--- src/rtl/pe_tile_param.sv ---
// Configurable CGRA tile: two connection boxes feed a small PE, and a switch box routes
// tracks among four sides. Configuration is memory-mapped per tile with one-cycle readback.
module pe_tile_param #(
    parameter int WIDTH      = 16,
    parameter int NUM_TRACKS = 4
) (
    input  logic                             clk,
    input  logic                             reset,
    input  logic [15:0]                      tile_id,
    input  logic [31:0]                      config_addr,
    input  logic [31:0]                      config_data,
    input  logic                             config_we,
    input  logic                             config_re,
    output logic [31:0]                      read_data,
    output logic                             read_valid,
    input  logic [4*NUM_TRACKS*WIDTH-1:0]    in_wires,
    output logic [4*NUM_TRACKS*WIDTH-1:0]    out_wires
);
    localparam int NT   = NUM_TRACKS;
    localparam int SELW = (2 * NT > 1) ? $clog2(2 * NT) : 1;
    localparam int NW   = 4 * NT * WIDTH;

    localparam logic [7:0] FEAT_CB0 = 8'd0;
    localparam logic [7:0] FEAT_CB1 = 8'd1;
    localparam logic [7:0] FEAT_SB  = 8'd2;
    localparam logic [7:0] FEAT_PE  = 8'd3;
    localparam logic [2:0] OP_ACC   = 3'd6;

    logic [SELW-1:0]  cb0_q, cb0_d, cb1_q, cb1_d;
    logic [2*NT-1:0]  sb_sel_q [4];
    logic [2*NT-1:0]  sb_sel_d [4];
    logic [NT-1:0]    sb_en_q [4];
    logic [NT-1:0]    sb_en_d [4];
    logic [2:0]       pe_op_q, pe_op_d;
    logic             pe_en_q, pe_en_d;
    logic [WIDTH-1:0] acc_q, acc_d, pe_res_q, pe_res_d;
    logic [NW-1:0]    sb_out_q, sb_out_d;
    logic [31:0]      read_data_q, read_data_d;
    logic             read_valid_q, read_valid_d;

    logic             matched;
    logic [7:0]       feat, idx;
    logic             rd_hit;
    logic [31:0]      rd_val;
    logic [WIDTH-1:0] op0, op1, alu, pe_out, pe_fb;
    logic [NT*WIDTH-1:0] sb0_fb;
    logic             unused_cfg;

    assign unused_cfg = &{1'b0, config_data};
    assign matched    = (config_addr[31:16] == tile_id);
    assign feat       = config_addr[15:8];
    assign idx        = config_addr[7:0];
    assign read_data  = read_data_q;
    assign read_valid = read_valid_q;

    function automatic logic [WIDTH-1:0] in_trk(input int s, input int t);
        return in_wires[(s*NT+t)*WIDTH +: WIDTH];
    endfunction

    function automatic logic [WIDTH-1:0] sb_src(input int s, input int t, input logic [1:0] sel,
                                                input logic [WIDTH-1:0] pe_v);
        case (sel)
            2'd0:    return in_trk((s + 2) % 4, t);
            2'd1:    return in_trk((s + 1) % 4, t);
            2'd2:    return in_trk((s + 3) % 4, t);
            default: return pe_v;
        endcase
    endfunction

    // Connection boxes tap side-0 outputs through a copy of the switch box in which the PE
    // term is its registered result, so PE -> SB -> CB -> PE never forms a combinational loop.
    assign pe_fb = (pe_op_q == OP_ACC) ? acc_q : pe_res_q;

    always_comb begin
        sb0_fb = '0;
        for (int t = 0; t < NT; t++) begin
            if (sb_en_q[0][t])
                sb0_fb[t*WIDTH +: WIDTH] = sb_out_q[t*WIDTH +: WIDTH];
            else
                sb0_fb[t*WIDTH +: WIDTH] = sb_src(0, t, sb_sel_q[0][2*t +: 2], pe_fb);
        end
    end

    function automatic logic [WIDTH-1:0] cb_pick(input logic [SELW-1:0] v);
        int k;
        k = int'(v);
        if (k < NT)
            return in_trk(0, k);
        else if (k - NT < NT)
            return sb0_fb[(k-NT)*WIDTH +: WIDTH];
        else
            return '0;
    endfunction

    always_comb begin
        op0 = cb_pick(cb0_q);
        op1 = cb_pick(cb1_q);
        case (pe_op_q)
            3'd0:    alu = op0 + op1;
            3'd1:    alu = op0 - op1;
            3'd2:    alu = op0 & op1;
            3'd3:    alu = op0 | op1;
            3'd4:    alu = op0 ^ op1;
            3'd5:    alu = op0;
            3'd6:    alu = acc_q;
            default: alu = '0;
        endcase
        pe_res_d = alu;
        if (pe_op_q == OP_ACC)
            pe_out = acc_q;
        else if (pe_en_q)
            pe_out = pe_res_q;
        else
            pe_out = alu;
    end

    always_comb begin
        sb_out_d  = '0;
        out_wires = '0;
        for (int s = 0; s < 4; s++) begin
            for (int t = 0; t < NT; t++) begin
                sb_out_d[(s*NT+t)*WIDTH +: WIDTH] = sb_src(s, t, sb_sel_q[s][2*t +: 2], pe_out);
                if (sb_en_q[s][t])
                    out_wires[(s*NT+t)*WIDTH +: WIDTH] = sb_out_q[(s*NT+t)*WIDTH +: WIDTH];
                else
                    out_wires[(s*NT+t)*WIDTH +: WIDTH] = sb_out_d[(s*NT+t)*WIDTH +: WIDTH];
            end
        end
    end

    // Configuration writes, accumulator and readback; reads see pre-write register values.
    always_comb begin
        cb0_d    = cb0_q;
        cb1_d    = cb1_q;
        sb_sel_d = sb_sel_q;
        sb_en_d  = sb_en_q;
        pe_op_d  = pe_op_q;
        pe_en_d  = pe_en_q;
        acc_d    = (pe_op_q == OP_ACC) ? acc_q + op0 : acc_q;
        rd_hit   = 1'b0;
        rd_val   = '0;

        if (config_we && matched) begin
            case (feat)
                FEAT_CB0: if (idx == 8'd0) cb0_d = config_data[SELW-1:0];
                FEAT_CB1: if (idx == 8'd0) cb1_d = config_data[SELW-1:0];
                FEAT_SB: if (idx < 8'd4) begin
                    sb_sel_d[idx[1:0]] = config_data[2*NT-1:0];
                    sb_en_d[idx[1:0]]  = config_data[16 +: NT];
                end
                FEAT_PE: if (idx == 8'd0) begin
                    pe_op_d = config_data[2:0];
                    pe_en_d = config_data[3];
                    acc_d   = '0;
                end
                default: ;
            endcase
        end

        if (config_re && matched) begin
            case (feat)
                FEAT_CB0: if (idx == 8'd0) begin rd_hit = 1'b1; rd_val[SELW-1:0] = cb0_q; end
                FEAT_CB1: if (idx == 8'd0) begin rd_hit = 1'b1; rd_val[SELW-1:0] = cb1_q; end
                FEAT_SB: if (idx < 8'd4) begin
                    rd_hit               = 1'b1;
                    rd_val[2*NT-1:0]     = sb_sel_q[idx[1:0]];
                    rd_val[16 +: NT]     = sb_en_q[idx[1:0]];
                end
                FEAT_PE: if (idx == 8'd0) begin rd_hit = 1'b1; rd_val[3:0] = {pe_en_q, pe_op_q}; end
                default: ;
            endcase
        end
        read_data_d  = rd_hit ? rd_val : read_data_q;
        read_valid_d = rd_hit;
    end

    always_ff @(posedge clk) begin
        if (reset) begin
            cb0_q        <= '0;
            cb1_q        <= '0;
            for (int s = 0; s < 4; s++) begin
                sb_sel_q[s] <= '0;
                sb_en_q[s]  <= '0;
            end
            pe_op_q      <= '0;
            pe_en_q      <= 1'b0;
            acc_q        <= '0;
            pe_res_q     <= '0;
            sb_out_q     <= '0;
            read_data_q  <= '0;
            read_valid_q <= 1'b0;
        end else begin
            cb0_q        <= cb0_d;
            cb1_q        <= cb1_d;
            sb_sel_q     <= sb_sel_d;
            sb_en_q      <= sb_en_d;
            pe_op_q      <= pe_op_d;
            pe_en_q      <= pe_en_d;
            acc_q        <= acc_d;
            pe_res_q     <= pe_res_d;
            sb_out_q     <= sb_out_d;
            read_data_q  <= read_data_d;
            read_valid_q <= read_valid_d;
        end
    end
endmodule

--- config.mk ---
export PLATFORM = sky130hd
export DESIGN_NAME = pe_tile_param
export DESIGN_NICKNAME = d
export VERILOG_FILES = /design/src/rtl/pe_tile_param.sv
export SDC_FILE = /design/constraint.sdc
export NUM_CORES = 2
export LEC_CHECK = 0
export CAP_MARGIN = 20
export CORE_ASPECT_RATIO = 0.9
export CORE_MARGIN = 10
export CORE_UTILIZATION = 50
export CTS_CLUSTER_SIZE = 28
export DETAILED_ROUTE_END_ITERATION = 7
export GPL_ROUTABILITY_DRIVEN = 1
export PLACE_DENSITY = 0.88
export SYNTH_ARGS = -nofsm -noshare
export SYNTH_HDL_FRONTEND = slang
export SYNTH_SLANG_ARGS = --single-unit
--- constraint.sdc ---
create_clock -name clk -period 27.9 [get_ports clk]
set_input_delay 8.37 -clock clk [delete_from_list [all_inputs] [get_ports clk]]
set_output_delay 8.37 -clock clk [all_outputs]
set_load 0.02 [all_outputs]
==> run_results.csv <==
group,metric,value,unit
route,viasPerCell,6.69,
place,post_dp_cell_area,35400,sq um
timing,setup_tns,0,ns
final_layout,fin_nets,4770,
clocking,cts_buffers,43,
global_routing,grt_pass1_wl,217000,um
status,violations,"design-rule violations",
floorplan,die_y,250,um
hold_path,hp-class,"reg2reg",
timing,rsz0062_at_grt,"false",
setup_path,crit_type,"in2out",
place,place_congestion,1.08,
clocking,clockBufferDepth,3,
logic_synthesis,yosysTopAreaCell,"dfxtp_1",
floorplan,io_pins,629,
setup_path,cp_max_fo,10,
setup_path,required,19.53,ns
hold_path,hp-start,"read_data[5]",
hold_path,min_path_cells,2,
clocking,ctsRootBufferMaster,"clkbuf_16",
global_routing,use_met1,50.1,%
global_routing,grt_antenna_before_repair,12,
power,ir_drop,41.1,uV
global_routing,grt-busiest-layer,"met2",
floorplan,start_util,50.4,%
timing,fin_crit_sh,88.3,%
logic_synthesis,synth_top_area_share,24.4,%
setup_path,cp.buffers_inverters,4,
global_routing,first_global_vias,31900,
power,internal-power,1.01,mW
global_routing,grtUsageTotal,41.9,%
floorplan,die_x,276,um
setup_path,r2r_cells,26,
setup_path,timing.rr.start,"pe_op_q[0]",
final_layout,syn2layout_area_growth,25.8,%
global_routing,grt_max_degree,85,
timing,finalHoldViolCount,0,
power,p_sw,538,uW
timing,hold_ws,0.452,ns
clocking,post_cts_buffers,0,
power,p_leak,13.6,nW
logic_synthesis,synth_edf_count,0,
setup_path,worst_r2r_endpoint,"sb_out_q[168]",
floorplan,row_count,84,
setup_path,startpoint_type,"input pin",
setup_path,path_cells,"clkdlybuf4s50_1 -> mux2_2 -> o211ai_1 -> a22oi_1 -> nand2b_1 -> o2111a_1 -> inv_1 -> ha_1 -> nor2_1 -> xor2_1 -> ha_1 -> nor2b_1 -> o21ai_0 -> a21oi_1 -> o21ai_0 -> a21oi_1 -> a21oi_1 -> nand3b_1 -> a32oi_1 -> o211ai_1 -> buf_4 -> o21bai_1 -> o21ai_0 -> clkdlybuf4s50_1",
clocking,cts.sinks,359,
floorplan,dieArea,68900,sq um
route,vias,34700,
route,drtAntennaViolNets,0,
logic_synthesis,synth-xor-area-share,1.46,%
route,avgRoutedWirePerCell,29.6,um
power,pwr-share-comb,27.9,%
timing,max-slew-margin-rel,17.9,%
logic_synthesis,postSynthAreaPerCell,7.34,sq um
logic_synthesis,ys_seq_elements,359,
logic_synthesis,syn_inst,4003,
route,routed_wl,153000,um
setup_path,cp-end-kind,"output pin",
power,seqPwrFrac,35.2,%
timing,tightest_slew,1.23,ns
clocking,cts_tree,"done",
logic_synthesis,synth_fa_ha_area_share,2.90,%
power,p_sw_share,34.7,%
logic_synthesis,yosysWarnings,0,
run,drv_cap,0,
logic_synthesis,yosys.area_share.simple,19.9,%
setup_path,crit_slowest_cell,"o211ai_1",
global_routing,met3_usage,18.0,%
place,hpwl,113000,um
logic_synthesis,synth_compound_area_share,27.0,%
setup_path,critPathTopFamily,"compound AO/OA/AOI/OAI gates",
logic_synthesis,synth_flop_cell,"dfxtp_1",
final_layout,nFillCells,5132,
final_layout,drive_gt1_share,8.70,%
global_routing,grt_overflow,0,
logic_synthesis,ys_types,103,
clocking,clk_pin_slew,0.05,ns
status,outcome,"finished with violations",
logic_synthesis,synth_area,29400,sq um
route,first_pass_iters,8,
floorplan,coreArea,58300,sq um
logic_synthesis,yosysSeqAreaShare,24.4,%
setup_path,reg2reg_slack,19.69,ns
global_routing,grt_use_met2,59.7,%
power,pwr-share-clk,37.0,%
hold_path,hold_end,"read_data[5]",
power,powerDensity,42.0,nW/um^2
clocking,clkLatencyLatePin,0.60,ns
clocking,ctsResizeCount,0,
route,drc,1,
timing,skew,0.0303,ns
clocking,cts-htree-levels,2,
logic_synthesis,synth_top_family_by_area,"compound AO/OA/AOI/OAI gates",
timing,slew_viol_final,0,
setup_path,slowest_delay,0.92,ns
clocking,ctsHoldBuffers,0,
final_layout,fin_area,37000,sq um
logic_synthesis,ys_async_sr_fraction,0,%
timing,clock.fmax,0.0406,GHz
logic_synthesis,muxShareOfSynthArea,17.2,%
place,io_buffers,588,
logic_synthesis,yosys-top-cells-area,"dfxtp_1 24%, mux2i_1 10%, nor2_1 7.8%, a21oi_1 7.6%, nand2_1 5.4%",
setup_path,cp.arrival,16.27,ns
timing,min_period,24.64,ns
route,first_iter_violations,6073,
timing,setup_viol,0,
-- power groups by stage --
stage	sequential, mW	clock [mW]	combinational [mW]
3_3_place_gp	0.555	0	0.405
2_1_floorplan	0.552	0	0.192
6_report	0.546	0.573	0.432
4_1_cts	0.545	0.568	0.410
3_5_place_dp	0.556	0	0.408
5_1_grt	0.547	0.588	0.439
-- cell usage in the layout (no fill, tap or decap), types with 11 or more instances in the layout --
cell type        instances
a211o_1                 58
a211oi_1                77
a21o_1                  30
a21oi_1                446
a31oi_1                 26
and2_1                  45
buf_4                   82
clkbuf_1                14
clkbuf_16               45
clkdlybuf4s50_1        587
conb_1                  20
dfxtp_1                340
dfxtp_2                 19
diode_2                 12
ha_1                    65
inv_1                  106
mux2_2                  78
mux2i_1                295
mux4_2                  53
nand2_1                422
nand2b_1                29
nand3_1                 43
nand4_1                 13
nor2_1                 613
nor2b_1                 83
nor3_1                  24
o211ai_1                27
o21a_1                  36
o21ai_0                234
o21ai_1                 49
o221ai_1                53
o22ai_1                 68
o31a_1                  11
o31ai_1                 21
or2_2                   23
xnor2_1                 40
-- cells in the mapped netlist, types with 8 or more instances --
| library cell | count |
|---|---|
| o31a_1 | 11 |
| nor3_1 | 24 |
| mux2i_1 | 295 |
| buf_4 | 33 |
| a211o_1 | 58 |
| a21boi_0 | 10 |
| inv_1 | 106 |
| mux4_2 | 53 |
| nand4_1 | 13 |
| and2_1 | 45 |
| or2_2 | 23 |
| mux2_2 | 78 |
| nand2_1 | 422 |
| nand3_1 | 43 |
| buf_2 | 49 |
| a211oi_1 | 77 |
| o21ai_1 | 49 |
| xor2_1 | 9 |
| o22ai_1 | 68 |
| o31ai_1 | 21 |
| and3_1 | 8 |
| clkbuf_1 | 246 |
| dfxtp_1 | 359 |
| ha_1 | 65 |
| o21ai_0 | 234 |
| o211ai_1 | 27 |
| o21bai_1 | 8 |
| a31oi_1 | 26 |
| buf_1 | 48 |
| o221ai_1 | 53 |
| nor2_1 | 614 |
| a22oi_1 | 10 |
| o21a_1 | 37 |
| xnor2_1 | 40 |
| nand2b_1 | 29 |
| nor2b_1 | 83 |
| a21o_1 | 30 |
| a21oi_1 | 448 |
-- per-layer routing --
| layer | vias up | wire length, um |
|---|---|---|
| met1 | 16000 | 53500 |
| met3 | 697 | 25600 |
| met5 | - | 34 |
| li1 | 15000 | - |
| met2 | 3003 | 62000 |
| met4 | 6 | 12300 |
-- cell type report --
type                       instances  area [sq um]  area share (%)
clock inverter                     8          70.1           0.190
sequential                       359          7210            19.5
inverter                         111           417            1.13
timing repair buffer             678          6690            18.1
antenna                           12          30.0          0.0812
tap                              774           968            2.62
multi-input combinational       3170         20300            54.9
clock buffer                      67          1290            3.49
-- metrics by stage --
| stage | total power, mW | utilization, % | worst slack [ns] | cells |
|---|---|---|---|---|
| 2_1_floorplan | 0.745 | - | 6.87 | 4022 |
| 3_3_place_gp | 0.960 | 60.7 | 3.67 | 5083 |
| 3_5_place_dp | 0.964 | 60.7 | 3.65 | 5084 |
| 4_1_cts | 1.52 | 63.0 | 3.62 | 5159 |
| 5_1_grt | 1.57 | 63.3 | 3.26 | 5171 |
| 6_report | 1.55 | 63.4 | 3.26 | 5179 |
-- cells by family (layout without fill, tap and decap cells) --
| family | Yosys count | in the layout |
|---|---|---|
| AND/OR/NAND/NOR | 1343 | 1343 |
| AO/OA/AOI/OAI | 1262 | 1262 |
| buffers and inverters | 493 | 864 |
| multiplexers | 429 | 429 |
| flip-flops | 359 | 359 |
| adder cells (fa/ha/maj) | 67 | 67 |
| XOR/XNOR | 49 | 49 |
| other | 1 | 32 |
-- how the worst max path moves through the flow --
| stage | depth (start not counted) | slack (ns) | from | endpoint |
|---|---|---|---|---|
| floorplan | 23 | 6.87 | in_wires[64] | out_wires[28] |
| global placement | 24 | 3.67 | in_wires[192] | out_wires[28] |
| detailed placement | 24 | 3.65 | in_wires[192] | out_wires[28] |
| CTS | 24 | 3.62 | in_wires[192] | out_wires[28] |
| global route | 24 | 3.26 | in_wires[192] | out_wires[28] |
| finish | 24 | 3.26 | in_wires[192] | out_wires[28] |
-- state kept, by name (all words and copies together), names as in the netlist --
register,count
read_data,12
sb_en_q,16
sb_out_q,256
pe_op_q,3
cb1_q,3
pe_en_q,1
cb0_q,3
acc_q,16
read_valid,1
sb_sel_q,32
pe_res_q,16
-- worst register-to-register path, cell delays in order (launching register included) --
cell	delay, ns
dfxtp_2	0.32
buf_4	0.47
nand3b_4	0.26
buf_4	0.55
a21oi_1	0.53
a22oi_1	0.84
nand2b_1	0.20
o2111a_1	0.35
inv_1	0.12
ha_1	0.30
nor2_1	0.09
o21bai_1	0.14
inv_1	0.09
fa_1	0.41
nor2b_1	0.17
o21ai_0	0.17
a21oi_1	0.23
o21ai_0	0.14
a21oi_1	0.35
xnor2_1	0.16
o21ai_0	0.23
nor2_1	0.18
o21a_1	0.75
buf_4	0.40
nor2_1	0.10
a211oi_1	0.45
nor2_1	0.07
No activity file was read; power rests on OpenSTA's default activity.
